<file path="config.mk">
export PLATFORM = sky130hd
export DESIGN_NAME = btn_event_sched
export DESIGN_NICKNAME = d
export VERILOG_FILES = /design/src/rtl/pong_pkg.sv /design/src/rtl/tick_gen.sv /design/src/rtl/btn_event_sched.sv
export SDC_FILE = /design/constraint.sdc
export NUM_CORES = 1
export LEC_CHECK = 0
export CAP_MARGIN = 20
export CORE_ASPECT_RATIO = 0.5
export CORE_MARGIN = 5
export CORE_UTILIZATION = 45
export DETAILED_ROUTE_END_ITERATION = 8
export GPL_TIMING_DRIVEN = 0
export MAX_ROUTING_LAYER = met4
export PLACE_DENSITY_LB_ADDON = 0.05
export SYNTH_ARGS = -nofsm -noshare
export SYNTH_HDL_FRONTEND = slang
export SYNTH_SLANG_ARGS = --single-unit
</file>
<file path="constraint.sdc">
create_clock -name clock -period 3.15 [get_ports clock]
set_input_delay 0.63 -clock clock [delete_from_list [all_inputs] [get_ports clock]]
set_output_delay 0.63 -clock clock [all_outputs]
set_load 0.1 [all_outputs]
</file>
<file path="src/rtl/pong_pkg.sv">
// rtl/pong_pkg.sv - shared encodings for the button event scheduler
// Contents:
//   evt_kind_e  - event kind carried on the event channel
//   btn_state_e - per-button hold/repeat state
package pong_pkg;

    typedef enum logic [1:0] {
        KIND_NONE    = 2'b00,
        KIND_PRESS   = 2'b01,
        KIND_RELEASE = 2'b10,
        KIND_REPEAT  = 2'b11
    } evt_kind_e;

    typedef enum logic [1:0] {
        ST_IDLE   = 2'b00,
        ST_DELAY  = 2'b01,
        ST_REPEAT = 2'b10
    } btn_state_e;

endpackage

</file>
<file path="src/rtl/tick_gen.sv">
// rtl/tick_gen.sv - free-running prescaler producing a one-cycle tick
// Ports:
//   clock - system clock
//   reset - asynchronous active-high reset
//   tick  - high for one cycle when the counter sits at TICK_DIV-1
module tick_gen #(
    parameter int TICK_DIV = 1000000
) (
    input  logic clock,
    input  logic reset,
    output logic tick
);

    localparam int CW = (TICK_DIV > 1) ? $clog2(TICK_DIV) : 1;
    localparam logic [CW-1:0] LAST = CW'(TICK_DIV - 1);

    logic [CW-1:0] cnt_q;

    always_ff @(posedge clock or posedge reset) begin
        if (reset) begin
            cnt_q <= '0;
        end else if (cnt_q == LAST) begin
            cnt_q <= '0;
        end else begin
            cnt_q <= cnt_q + CW'(1);
        end
    end

    assign tick = (cnt_q == LAST);

endmodule

</file>
<file path="src/rtl/btn_event_sched.sv">
// rtl/btn_event_sched.sv - press/release/repeat event generator with round-robin output channel
// Ports:
//   clock, reset       - system clock, asynchronous active-high reset
//   db[N_BTN]          - debounced button levels
//   evt_valid/evt_ready- event channel handshake
//   evt_id             - button index of the held event
//   evt_kind           - 01 press, 10 release, 11 repeat
//   ovf                - sticky: an event was lost
module btn_event_sched #(
    parameter int N_BTN        = 4,
    parameter int TICK_DIV     = 1000000,
    parameter int REPEAT_DELAY = 50,
    parameter int REPEAT_RATE  = 10
) (
    input  logic                     clock,
    input  logic                     reset,
    input  logic [N_BTN-1:0]         db,
    output logic                     evt_valid,
    input  logic                     evt_ready,
    output logic [$clog2(N_BTN)-1:0] evt_id,
    output logic [1:0]               evt_kind,
    output logic                     ovf
);

    import pong_pkg::*;

    localparam int IDW  = $clog2(N_BTN);
    localparam int CMAX = (REPEAT_DELAY > REPEAT_RATE) ? REPEAT_DELAY : REPEAT_RATE;
    localparam int CNTW = $clog2(CMAX + 1);
    localparam logic [CNTW-1:0] DELAY_LAST = CNTW'(REPEAT_DELAY - 1);
    localparam logic [CNTW-1:0] RATE_LAST  = CNTW'(REPEAT_RATE - 1);

    logic                tick;
    btn_state_e          state_q [N_BTN];
    logic [CNTW-1:0]     cnt_q   [N_BTN];
    logic [N_BTN-1:0]    db_q;
    logic [N_BTN-1:0]    press_q, rel_q, rep_q;
    logic [N_BTN-1:0]    press_d, rel_d, rep_d;
    logic                primed_q;
    logic [IDW-1:0]      rr_q;
    logic                evt_valid_q;
    logic [IDW-1:0]      evt_id_q;
    evt_kind_e           evt_kind_q;
    logic                ovf_q;

    logic [N_BTN-1:0]    rise, fall, fire, pend_any;
    logic [N_BTN-1:0]    clr_press, clr_rel, clr_rep;
    logic                load, grant_valid, ovf_hit;
    logic [IDW-1:0]      grant_id;
    evt_kind_e           grant_kind;

    tick_gen #(.TICK_DIV(TICK_DIV)) u_tick (
        .clock (clock),
        .reset (reset),
        .tick  (tick)
    );

    // Edges are ignored on the first cycle after reset so that buttons already
    // held at reset release are absorbed into db_q silently. A fall only counts
    // for a button whose press was seen, so such a button stays quiet until it
    // is released and pressed again.
    always_comb begin
        rise = '0;
        fall = '0;
        fire = '0;
        for (int i = 0; i < N_BTN; i++) begin
            rise[i] = primed_q & db[i] & ~db_q[i];
            fall[i] = primed_q & ~db[i] & db_q[i] & (state_q[i] != ST_IDLE);
            fire[i] = tick & ~fall[i] &
                      (((state_q[i] == ST_DELAY)  && (cnt_q[i] == DELAY_LAST)) ||
                       ((state_q[i] == ST_REPEAT) && (cnt_q[i] == RATE_LAST)));
        end
    end

    assign pend_any = press_q | rel_q | rep_q;
    assign load     = ~evt_valid_q | evt_ready;

    // Round-robin search starting one past the last granted button.
    always_comb begin
        int             j;
        logic [IDW-1:0] cand;
        j           = 0;
        cand        = '0;
        grant_valid = 1'b0;
        grant_id    = '0;
        grant_kind  = KIND_NONE;
        clr_press   = '0;
        clr_rel     = '0;
        clr_rep     = '0;
        for (int off = 1; off <= N_BTN; off++) begin
            j = int'(rr_q) + off;
            if (j >= N_BTN) begin
                j = j - N_BTN;
            end
            cand = IDW'(j);
            if (!grant_valid && pend_any[cand]) begin
                grant_valid = 1'b1;
                grant_id    = cand;
            end
        end
        if (grant_valid) begin
            if (press_q[grant_id]) begin
                grant_kind          = KIND_PRESS;
                clr_press[grant_id] = load;
            end else if (rel_q[grant_id]) begin
                grant_kind        = KIND_RELEASE;
                clr_rel[grant_id] = load;
            end else begin
                grant_kind        = KIND_REPEAT;
                clr_rep[grant_id] = load;
            end
        end
    end

    // A fall discards any queued repeat; that discard is not a loss.
    assign press_d = (press_q & ~clr_press) | rise;
    assign rel_d   = (rel_q & ~clr_rel) | fall;
    assign rep_d   = (rep_q & ~clr_rep & ~fall) | fire;
    assign ovf_hit = |((rise & press_q & ~clr_press) |
                       (fall & rel_q   & ~clr_rel)   |
                       (fire & rep_q   & ~clr_rep));

    always_ff @(posedge clock or posedge reset) begin
        if (reset) begin
            db_q        <= '0;
            press_q     <= '0;
            rel_q       <= '0;
            rep_q       <= '0;
            primed_q    <= 1'b0;
            rr_q        <= '0;
            evt_valid_q <= 1'b0;
            evt_id_q    <= '0;
            evt_kind_q  <= KIND_NONE;
            ovf_q       <= 1'b0;
            for (int i = 0; i < N_BTN; i++) begin
                state_q[i] <= ST_IDLE;
                cnt_q[i]   <= '0;
            end
        end else begin
            primed_q <= 1'b1;
            db_q     <= db;
            press_q  <= press_d;
            rel_q    <= rel_d;
            rep_q    <= rep_d;
            ovf_q    <= ovf_q | ovf_hit;
            if (load) begin
                evt_valid_q <= grant_valid;
                if (grant_valid) begin
                    evt_id_q   <= grant_id;
                    evt_kind_q <= grant_kind;
                    rr_q       <= grant_id;
                end
            end
            for (int i = 0; i < N_BTN; i++) begin
                if (fall[i]) begin
                    state_q[i] <= ST_IDLE;
                    cnt_q[i]   <= '0;
                end else if (rise[i]) begin
                    state_q[i] <= ST_DELAY;
                    cnt_q[i]   <= '0;
                end else if (tick && (state_q[i] != ST_IDLE)) begin
                    if (fire[i]) begin
                        state_q[i] <= ST_REPEAT;
                        cnt_q[i]   <= '0;
                    end else begin
                        cnt_q[i] <= cnt_q[i] + CNTW'(1);
                    end
                end
            end
        end
    end

    assign evt_valid = evt_valid_q;
    assign evt_id    = evt_id_q;
    assign evt_kind  = evt_kind_q;
    assign ovf       = ovf_q;

endmodule

</file>
==> PnR_summary.wiki <==
{| class="wikitable"
! Metric !! Value
|-
| Full die area || 0.01081 sq mm
|-
| Die height || 76.05 microns
|-
| Number of sinks on the clock net || 75
|-
| Initial Util || 0.4556
|-
| Sequential share of the synthesized area || 0.4780
|-
| RD Place Congestion || ~0.9
|-
| Quantity of hold-fixing buffers added after cts || 0
|-
| Tcrit/Tclk final || 0.8849
|-
| Switching share of total power || 0.3567
|-
| Part of the power in the clock network || 0.333
|-
| Result of the run || finished, final reports clean
|-
| Launching element of the worst setup path || u_tick.cnt_q[0]
|-
| Initial detailed-routing violation count || 173
|-
| Number of antenna violations at the first check in global routing || 0
|-
| First-pass GRT wire length || roughly 15,000 microns
|-
| # setup viols final || 0
|-
| Start point of the worst hold path || u_tick.cnt_q[0]
|-
| Achievable Freq || 0.3588 GHz
|-
| Routed wire length || 8439 microns
|-
| Startpoint Class || flip-flop
|-
| Standard-cell rows || 24
|-
| Nature of the critical path endpoint || flip-flop
|-
| Max-slew violation count || 0
|-
| Area of the mapped netlist || 0.003926 sq mm
|-
| Clock tree from TritonCTS || built
|-
| Total power || roughly 3.4 mW
|-
| Gate power share || 0.313
|-
| Area delta synth->final || 16.16%
|-
| Classification of the worst setup path || flip-flop to flip-flop
|-
| Layout cells sized above 1 || 0.07798
|-
| Net load switching power || 1.196 mW
|-
| Core region area || 0.008618 sq mm
|-
| Worst VDD drop || 0.4128 mV
|-
| Worst-case register-to-register setup slack || 0.36 ns
|-
| Top Usage Layer GRT || met2
|-
| Inserted Diodes || 0
|-
| Per-cell via count in the routed design || 5.564
|-
| Met3 usage || 0.05141
|-
| DRT antenna net count || 0
|-
| Period minus WS final || between 2 and 3 ns
|-
| Total GRT Usage || 0.1714
|-
| Cells after synthesis || approximately 400
|-
| Clock-pin transition on the worst setup and hold timing paths || 0.06 ns
|-
| RSZ-0062 raised after global routing || no
|-
| Ports || 13
|-
| Final setup skew || between 0.007 and 0.008 ns
|-
| Max-slew headroom at the worst pin || 0.3512
|-
| Flop pwr share || 0.354
|-
| Instance count after placement with tap cells included || 538
|-
| Grt met2 use || 0.2441
|-
| Total CTS buffers || 9
|-
| Worst Hold Slack || between 0.4 and 0.5 ns
|-
| Residual DRC count || 0
|-
| Clock Tree Root || clkbuf_16
|-
| Port Buf Inserts || 12
|-
| Largest fanout on the critical path || 8
|-
| Hpwl dp || 6082 microns
|-
| Measured slew at the worst slew-check pin || 0.9701 ns
|-
| Number of global-route vias before repair || about 3,000
|-
| Pre-antenna DRT Iters || 4
|-
| Primary FF master, synth || dfrtp_1
|-
| Mapped Nets || roughly 420
|-
| Post-synth EDFFs || 0
|-
| Pin count of the biggest net entering global routing || 47
|-
| Placed Instance Area || roughly 0.0042 sq mm
|-
| Number of vias in the routed layout || 3,077
|-
| Class of the tightest hold or removal check || flip-flop to flip-flop
|-
| Overall die width || roughly 140 microns
|-
| Fraction of registers with async set/reset || 1.000
|-
| Max Cap Viol || 0
|-
| Final nets || roughly 450
|-
| Required @ worst endpoint || 3.35 ns
|-
| Layout Cell Area excl Fill || about 0.0046 sq mm
|-
| Wire length per cell after detailed routing || 15.26 microns
|-
| Hold violation count in the final report || 0
|-
| GR Overflow Total || 0
|-
| Number of flip-flops and latches in the synthesized netlist || 75
|-
| H-tree depth reported by CTS || 3
|-
| Aggregate negative setup slack || 0 ns
|-
| Pint || between 2 and 2.5 mW
|-
| Non-filler cells, final || 553
|-
| Power per cell area || around 730 mW/mm^2
|-
| Reported leakage power || between 2 and 2.5 nW
|-
| GR Layer Usage met1 || 0.2410
|-
| Number of buffers on the longest clock path || 2
|-
| Reg-to-Reg Start || u_tick.cnt_q[0]
|-
| Mean cell area of the mapped netlist || 9.623 sq um
|-
| Source-to-sink clock delay at the later pin of the worst-skew pair || 0.34 ns
|-
| Syn. warnings || 0
|-
| Distinct cell type count after synthesis || 60
|-
| Data arrival time of the critical path || 2.98 ns
|}
power by group through the flow:
| stage | Clock (mW) | Sequential, mW | Combinational, mW |
|---|---|---|---|
| after floorplan | 0 | 1.35 | 0.633 |
| after global placement | 0 | 1.20 | 1.04 |
| after detailed placement | 0 | 1.20 | 1.04 |
| after CTS | 1.14 | 1.18 | 1.04 |
| after global routing | 1.18 | 1.20 | 1.12 |
| final | 1.12 | 1.19 | 1.05 |
synthesized netlist by cell type, types with 2 or more instances:
library cell	instances	area, sq um
dfrtp_1	75	1877
nor2_1	46	172.7
nand2_1	42	157.7
nand3_1	25	125.1
xor2_1	21	183.9
nor3_1	16	80.08
and3_1	14	87.58
xnor2_1	13	113.9
ha_1	9	112.6
nand4_1	9	56.30
a21oi_1	8	40.04
inv_1	8	30.03
a21o_1	7	52.55
clkbuf_1	7	26.28
nand2b_1	7	43.79
nor2b_1	7	43.79
nor4_1	7	43.79
a31oi_1	6	37.54
o21ai_0	6	30.03
or3_1	6	37.54
o21a_1	5	37.54
o21ai_1	5	25.02
mux2i_1	4	40.04
nor4b_1	4	35.03
or2_2	4	25.02
o22ai_1	3	18.77
or4_1	3	22.52
a211oi_1	2	15.01
a21boi_1	2	15.01
and2_1	2	12.51
and4_1	2	17.52
o31ai_1	2	15.01
o41ai_1	2	17.52
or2_1	2	12.51
or3_4	2	22.52
cell usage in the layout, fill, tap and decap left out, types with 8 or more instances in the layout:
cell type         n
nand3_1          25
dfrtp_1          75
clkbuf_16         9
xor2_1           21
a21oi_1           8
nor2_1           46
nand2_1          42
and3_1           14
ha_1              9
xnor2_1          13
nand4_1           9
nor3_1           15
clkdlybuf4s50_1  12
critical path: stages, from the launching register on:
cell and delay, ns:
dfrtp_1 0.38, ha_1 0.21, nand3_1 0.14, nor3_2 0.53
nand3_1 0.33, nor4_2 0.75, nor3_1 0.10, a21oi_1 0.14
nor3_1 0.06
final cells by class:
| type | count | area (sq um) |
|---|---|---|
| clock buffers | 11 | 252.7 |
| inverters | 8 | 32.53 |
| plain buffers | 9 | 38.79 |
| repair buffers | 13 | 147.6 |
| multi-input cells | 316 | 1992 |
| flip-flops and latches | 75 | 1877 |
| clock inverters | 4 | 73.82 |
| well taps | 117 | 146.4 |
| fillers | 769 | 4058 |
cells by family (layout without fill, tap and decap cells):
family	after synthesis	after routing	synth area share
muxes	5	5	0.01307
adders and majority gates	9	9	0.02868
xor gates and xnor gates	34	34	0.07585
AOI/OAI and AO/OA	62	62	0.1122
DFF	75	75	0.4780
buffers and inverters	17	45	0.01753
and+or+nand+nor	205	205	0.2737
other	1	1	0.0009551
layer usage:
metal / wire (microns) / share of wire / vias to the layer above
li1: - / - / 1516
met1: 4261 / 0.50 / 1511
met2: 3802 / 0.45 / 42
met3: 309 / 0.037 / 8
met4: 67 / 0.0079 / 0
met5: 0 / 0 / -
stage by stage:
stage	util	worst slack, ns
2_1_floorplan	-	0.4871
3_3_place_gp	0.4865	-0.6269
3_5_place_dp	0.4900	-0.1942
4_1_cts	0.5285	0.1243
5_1_grt	0.5292	0.05604
6_report	0.5292	0.3627
path summary, 6_finish.rpt:
kind | cells after the start | end
max in group asynchronous | 3 | press_q[3]
max | 8 | cnt_q[19]
min | 1 | u_tick.cnt_q[0]
max reg2reg | 8 | cnt_q[19]
min in group asynchronous | 2 | u_tick.cnt_q[4]
min reg2reg | 1 | u_tick.cnt_q[0]
sequential cells by signal, indices dropped and copies added, names as in the netlist:
name / cells
db_q: 4
ovf: 1
primed_q: 1
rel_q: 4
evt_id: 2
evt_kind: 2
state_q: 8
cnt_q: 24
u_tick.cnt_q: 20
rep_q: 4
evt_valid: 1
press_q: 4
what timing repair did:
| item | in CTS | in global routing |
|---|---|---|
| resized for setup | 1 | 1 |
| buffers inserted | 0 | 0 |
| setup endpoints to repair | 8 | 3 |
Note: power is estimated with default switching activity, not from simulation.
